## config.mk

```make
export PLATFORM = sky130hd
export DESIGN_NAME = ex_mem_skid_stage
export DESIGN_NICKNAME = d
export VERILOG_FILES = /design/src/rtl/ex_mem_skid_stage.sv
export SDC_FILE = /design/constraint.sdc
export NUM_CORES = 1
export LEC_CHECK = 0
export ABC_AREA = 1
export BUFFER_PORTS_ARGS = -buffer_cell sky130_fd_sc_hd__buf_2
export CAP_MARGIN = 30
export CORE_UTILIZATION = 56
export CTS_BUF_LIST = sky130_fd_sc_hd__clkbuf_4
export DETAILED_ROUTE_END_ITERATION = 8
export GPL_ROUTABILITY_DRIVEN = 0
export GPL_TIMING_DRIVEN = 0
export PLACE_DENSITY = 0.91
export SYNTH_ARGS = -nofsm -noshare
export SYNTH_HDL_FRONTEND = slang
export SYNTH_SLANG_ARGS = --single-unit
```

## constraint.sdc

```tcl
create_clock -name clk -period 2.2 [get_ports clk]
set_clock_uncertainty 0.2 [all_clocks]
set_input_delay 0.33 -clock clk [delete_from_list [all_inputs] [get_ports clk]]
set_output_delay 0.33 -clock clk [all_outputs]
set_load 0.02 [all_outputs]
```

## src/rtl/ex_mem_skid_stage.sv

```systemverilog
// EX->MEM pipeline boundary: a 2-entry skid buffer with a registered ready signal.
// The head entry drives MEM and the EX forwarding port. A saturating counter counts MEM stall cycles.
module ex_mem_skid_stage #(
  parameter int XLEN        = 32,
  parameter int STALL_CNT_W = 32
) (
  input  logic                   clk,
  input  logic                   rst_n,
  input  logic                   flush,
  input  logic                   in_valid,
  output logic                   in_ready,
  input  logic [XLEN-1:0]        in_alu_out,
  input  logic [XLEN-1:0]        in_store_data,
  input  logic [XLEN-1:0]        in_pc,
  input  logic [4:0]             in_rd,
  input  logic                   in_reg_write,
  input  logic [2:0]             in_load_type,
  input  logic [3:0]             in_store_mask,
  output logic                   out_valid,
  input  logic                   out_ready,
  output logic [XLEN-1:0]        out_alu_out,
  output logic [XLEN-1:0]        out_store_data,
  output logic [XLEN-1:0]        out_pc,
  output logic [4:0]             out_rd,
  output logic                   out_reg_write,
  output logic [2:0]             out_load_type,
  output logic [3:0]             out_store_mask,
  output logic                   fwd_valid,
  output logic [4:0]             fwd_rd,
  output logic [XLEN-1:0]        fwd_data,
  output logic [STALL_CNT_W-1:0] stall_cnt
);

  typedef struct packed {
    logic [XLEN-1:0] alu_out;
    logic [XLEN-1:0] store_data;
    logic [XLEN-1:0] pc;
    logic [4:0]      rd;
    logic            reg_write;
    logic [2:0]      load_type;
    logic [3:0]      store_mask;
  } entry_t;

  typedef enum logic [1:0] {
    EMPTY = 2'd0,
    ONE   = 2'd1,
    FULL  = 2'd2
  } state_t;

  localparam logic [STALL_CNT_W-1:0] STALL_ONE = {{(STALL_CNT_W-1){1'b0}}, 1'b1};

  state_t                 state_q, state_d;
  entry_t                 main_q, main_d;
  entry_t                 skid_q, skid_d;
  logic [STALL_CNT_W-1:0] stall_cnt_q, stall_cnt_d;

  entry_t in_entry;
  logic   in_fire;
  logic   out_fire;

  assign in_entry = '{alu_out:    in_alu_out,
                      store_data: in_store_data,
                      pc:         in_pc,
                      rd:         in_rd,
                      reg_write:  in_reg_write,
                      load_type:  in_load_type,
                      store_mask: in_store_mask};

  assign in_ready  = (state_q != FULL);
  assign out_valid = (state_q != EMPTY);
  assign in_fire   = in_valid & in_ready & ~flush;
  assign out_fire  = out_valid & out_ready;

  always_comb begin
    state_d     = state_q;
    main_d      = main_q;
    skid_d      = skid_q;
    stall_cnt_d = stall_cnt_q;

    if (out_valid && !out_ready && (stall_cnt_q != {STALL_CNT_W{1'b1}})) begin
      stall_cnt_d = stall_cnt_q + STALL_ONE;
    end

    // A flush wins over every other event. A head entry that is consumed in the same cycle still counts as delivered to MEM.
    if (flush) begin
      state_d = EMPTY;
    end else begin
      unique case (state_q)
        EMPTY: begin
          if (in_fire) begin
            state_d = ONE;
            main_d  = in_entry;
          end
        end
        ONE: begin
          if (in_fire && out_fire) begin
            main_d = in_entry;
          end else if (in_fire) begin
            state_d = FULL;
            skid_d  = in_entry;
          end else if (out_fire) begin
            state_d = EMPTY;
          end
        end
        FULL: begin
          if (out_fire) begin
            state_d = ONE;
            main_d  = skid_q;
          end
        end
        default: state_d = EMPTY;
      endcase
    end
  end

  always_ff @(posedge clk or negedge rst_n) begin
    if (!rst_n) begin
      state_q     <= EMPTY;
      main_q      <= '0;
      skid_q      <= '0;
      stall_cnt_q <= '0;
    end else begin
      state_q     <= state_d;
      main_q      <= main_d;
      skid_q      <= skid_d;
      stall_cnt_q <= stall_cnt_d;
    end
  end

  assign out_alu_out    = main_q.alu_out;
  assign out_store_data = main_q.store_data;
  assign out_pc         = main_q.pc;
  assign out_rd         = main_q.rd;
  assign out_reg_write  = main_q.reg_write;
  assign out_load_type  = main_q.load_type;
  assign out_store_mask = main_q.store_mask;

  // x0 is hardwired to zero, so a head entry that targets it is never a forwarding source.
  assign fwd_valid = out_valid & main_q.reg_write & (main_q.rd != 5'd0);
  assign fwd_rd    = main_q.rd;
  assign fwd_data  = main_q.alu_out;
  assign stall_cnt = stall_cnt_q;

endmodule
```

==> metrics.md <==
| Metric | Value |
|---|---|
| Wire per inst | 17.8 um |
| Die span in y | 149 um |
| Number of setup violations in the final report | 1 |
| Number of cells on the worst hold path | 4 |
| Top-count cell post-synth | sky130_fd_sc_hd__nand2_1 |
| Clock-pin slew reported for the worst setup and hold paths after clock tree synthesis | 0.07 ns |
| Power density over the cells | around 1000 mW/mm^2 |
| Placement Rows | 53 |
| Number of cells on the worst reg-to-reg path | 10 |
| Worst hold path endpoint | skid_q[14] |
| ANT nets after route | 0 |
| Main area contributors after synthesis | sky130_fd_sc_hd__dfrtp_1 (52%), sky130_fd_sc_hd__nand2_1 (16%), sky130_fd_sc_hd__inv_1 (7.7%), sky130_fd_sc_hd__o21ai_1 (7.2%), sky130_fd_sc_hd__o21ai_0 (6.6%) |
| Final layout net count | 2177 |
| Max Buffers Root-to-Sink | 3 |
| Accumulated negative setup slack | -0.0708 ns |
| Element type at the critical path end | output pin |
| Placement Cell Area | 0.0141 mm^2 |
| Final period demand of the worst path | 2.27 ns |
| Number of top-level pins | 295 |
| Clk Latency, worst-skew pair | 0.67 ns |
| Final-report hold violation count | 0 |
| Normalized max-slew margin | between 50 and 60% |
| Placeable core region | approximately 0.021 mm^2 |
| Hold WC Path Type | in2reg |
| Via Count | roughly 13k |
| Overall die width | ~150 um |
| Final wirelength | 42.3 mm |
| Violations in the final reports | negative setup slack |
| Nature of the critical path startpoint | flop |
| Critical path class | reg2out |
| Arrival time at the worst endpoint | 1.74 ns |
| Layout overhead on the synthesized area | 33.1% |
| Warnings, synthesis | 0 |
| Highest achievable clock rate | approximately 0.44 GHz |
| Least-Margin Pin Slew | 0.662 ns |
| Result of the run | finished, violations left |
| Number of synthesized register bits | ~250 |
| Vias/cell | 5.58 |
| Count of cell types in the netlist | 27 |
| Pin count of the biggest net entering global routing | between 100 and 150 |
| Drt initial violations | 1137 |
| Post-synthesis instance total | 1572 |
| RR Startpoint | state_q[0] |
| RSZ-0062 raised after global routing | yes |
| Full die area | roughly 0.022 mm^2 |
| Layout cells sized above 1 | 24.8% |
| Register-to-Register Setup Slack | 0.07 ns |
| Total congestion overflow | 0 |
| Post-synth ARST share | 100% |
| Setup slack of the critical path after layout | -0.0708 ns |
| Largest voltage drop on the vdd net | 849 uV |
| Post-route insts no fill | 2377 |
| Filler cells | 1322 |
| Top fanout value on the critical path | 2 |
| Initial core utilization | 57.5% |
| EDFF count, synth | 0 |
| Post-placement cell count | 2143 |
| Clock buffers created by TritonCTS | 67 |
| DRC violations left | 0 |
| Number of max-cap violations | 0 |
| Synthesized area per cell | 7.74 um^2 |
| Half-perimeter wire length after detailed placement | 23.9 mm |
| Synthesized area | 0.0122 mm^2 |
| Launch point of the worst hold path | in_pc[1] |
| Initial antenna violation count | 2 |
| Most used DFF post-synth | sky130_fd_sc_hd__dfrtp_1 |
| Share of the clock period used by the worst path after layout | 103% |
| Post-synth top area share | 51.8% |
| Sequential element share of the synthesized area | 51.8% |
| Wire length of the first global-routing pass | ~67 mm |
| Number of levels in the clock H-tree | 3 |
| Number of sinks handled by clock tree synthesis | 252 |
| Clock tree root buffer cell | sky130_fd_sc_hd__clkbuf_4 |
| Slew Viols, Final | 0 |
| TritonRoute pass-1 iters | 9 |
| CTS tree | built |
| Capturing point of the worst reg2reg path | out_store_data[25] |
| Commonest cells in the netlist | sky130_fd_sc_hd__nand2_1 (516), sky130_fd_sc_hd__dfrtp_1 (252), sky130_fd_sc_hd__inv_1 (249), sky130_fd_sc_hd__o21ai_1 (174), sky130_fd_sc_hd__o21ai_0 (160) |
| Finished layout cell area | 0.0162 mm^2 |
| Total nets after synthesis | ~1.7k |
| Number of global-route vias before repair | approximately 13k |
| Number of buffer cells added on primary ports | 294 |
| Leakage dissipation | 8.57 nW |
| Post-synthesis cell type with the largest combined area | sky130_fd_sc_hd__dfrtp_1 |
| GRT Total Usage | around 39% |
| WP data required | ~1.7 ns |
| Total power after layout | 0.0168 W |
| Worst hold margin | 0.279 ns |
[flip-flops by register name, indices dropped and copies added, names as in the netlist, 2 cells and up]
signal / count
stall_cnt: 32
fwd_data: 32
state_q: 2
out_load_type: 3
out_pc: 32
skid_q: 109
out_store_mask: 4
fwd_rd: 5
out_store_data: 32
[what timing repair did]
action	CTS	global route
resized for setup	6	38
hold endpoints to repair	371	0
buffers inserted	0	7
setup endpoints to repair	17	95
pin swaps	0	2
cloned	0	0
hold buffers	118	0
[per-layer routing]
layer	track usage [%]	vias up	wire length [um]
met2	62.5	1026	20200
met3	8.81	277	4230
met4	28.4	0	3050
met1	45.1	6163	14700
li1	-	5797	-
met5	0	-	0
[metrics by stage]
stage	utilization [%]	setup slack, ns
6_report	76.6	-0.0708
5_1_grt	76.6	-0.188
4_1_cts	75.9	-0.100
3_5_place_dp	66.4	-0.00893
3_3_place_gp	66.1	-3.84
2_1_floorplan	-	0.186
[worst max-delay path, cell delays in order (launching register included)]
cell,delay (ns)
sky130_fd_sc_hd__dfrtp_1,0.40
sky130_fd_sc_hd__inv_2,0.08
sky130_fd_sc_hd__nand3_2,0.08
sky130_fd_sc_hd__o311ai_2,0.25
sky130_fd_sc_hd__inv_1,0.11
sky130_fd_sc_hd__buf_6,0.15
[worst max-delay path by stage]
stage,depth (start not counted),start,end,slack [ns]
after floorplan,11,stall_cnt[1],stall_cnt[29],0.19
after detailed placement,11,stall_cnt[0],stall_cnt[7],-0.009
after CTS,5,state_q[1],fwd_valid,-0.10
after global routing,5,fwd_rd[3],fwd_valid,-0.19
after global placement,1,rst_n,out_pc[11],-3.84
final,5,fwd_rd[4],fwd_valid,-0.07
[cells by family (layout without fill, tap and decap cells)]
family	after synthesis	count (layout)	synth area share (%)
flops	252	252	51.8
compound gates	338	338	14.0
buf+inv	365	893	13.8
other cells	0	2	0
fa+ha+maj	1	1	0.103
xor+xnor	13	13	0.936
simple gates	603	603	19.4
[layout by cell type, fill, tap and decap left out, types with 2 or more instances in the layout]
| cell type | synthesis | final |
|---|---|---|
| sky130_fd_sc_hd__nand2_1 | 516 | 516 |
| sky130_fd_sc_hd__buf_2 | 31 | 316 |
| sky130_fd_sc_hd__dfrtp_1 | 252 | 248 |
| sky130_fd_sc_hd__inv_1 | 249 | 245 |
| sky130_fd_sc_hd__o21ai_1 | 174 | 174 |
| sky130_fd_sc_hd__o21ai_0 | 160 | 159 |
| sky130_fd_sc_hd__dlygate4sd3_1 | 0 | 116 |
| sky130_fd_sc_hd__clkbuf_4 | 0 | 94 |
| sky130_fd_sc_hd__buf_4 | 47 | 55 |
| sky130_fd_sc_hd__nor2_1 | 52 | 50 |
| sky130_fd_sc_hd__clkbuf_1 | 23 | 20 |
| sky130_fd_sc_hd__nand3_1 | 20 | 19 |
| sky130_fd_sc_hd__buf_6 | 13 | 16 |
| sky130_fd_sc_hd__clkinv_1 | 0 | 10 |
| sky130_fd_sc_hd__inv_2 | 2 | 9 |
| sky130_fd_sc_hd__xor2_1 | 8 | 8 |
| sky130_fd_sc_hd__xnor2_1 | 5 | 5 |
| sky130_fd_sc_hd__nor2_4 | 2 | 4 |
| sky130_fd_sc_hd__dfrtp_2 | 0 | 4 |
| sky130_fd_sc_hd__nand2_2 | 3 | 3 |
| sky130_fd_sc_hd__nand4_1 | 3 | 3 |
| sky130_fd_sc_hd__diode_2 | 0 | 2 |
| sky130_fd_sc_hd__buf_8 | 0 | 2 |
| sky130_fd_sc_hd__clkbuf_2 | 0 | 2 |
| sky130_fd_sc_hd__nor2_2 | 2 | 2 |
| sky130_fd_sc_hd__nand3b_1 | 2 | 2 |
| sky130_fd_sc_hd__bufinv_16 | 0 | 2 |
| sky130_fd_sc_hd__clkinv_2 | 0 | 2 |
| sky130_fd_sc_hd__buf_16 | 0 | 2 |
[power by group]
part | switching (W) | leakage (nW) | internal (W)
Clock | 0.00203 | 0.479 | 0.00212
Combinational | 0.00332 | 4.91 | 0.00203
Sequential | 0.00114 | 3.18 | 0.00614
Total | 0.00649 | 8.57 | 0.0103
[layout make-up]
| class | instances | area (um^2) | area share (%) |
|---|---|---|---|
| clock inverters | 17 | 119 | 0.734 |
| clock buffers | 90 | 676 | 4.17 |
| plain buffers | 114 | 779 | 4.81 |
| well taps | 275 | 344 | 2.12 |
| diodes | 2 | 5.00 | 0.0309 |
| repair buffers | 421 | 2790 | 17.2 |
| inverters | 251 | 942 | 5.82 |
| multi-input cells | 955 | 4230 | 26.1 |
| flip-flops and latches | 252 | 6310 | 39.0 |
Note: power is estimated with default switching activity, not from simulation.
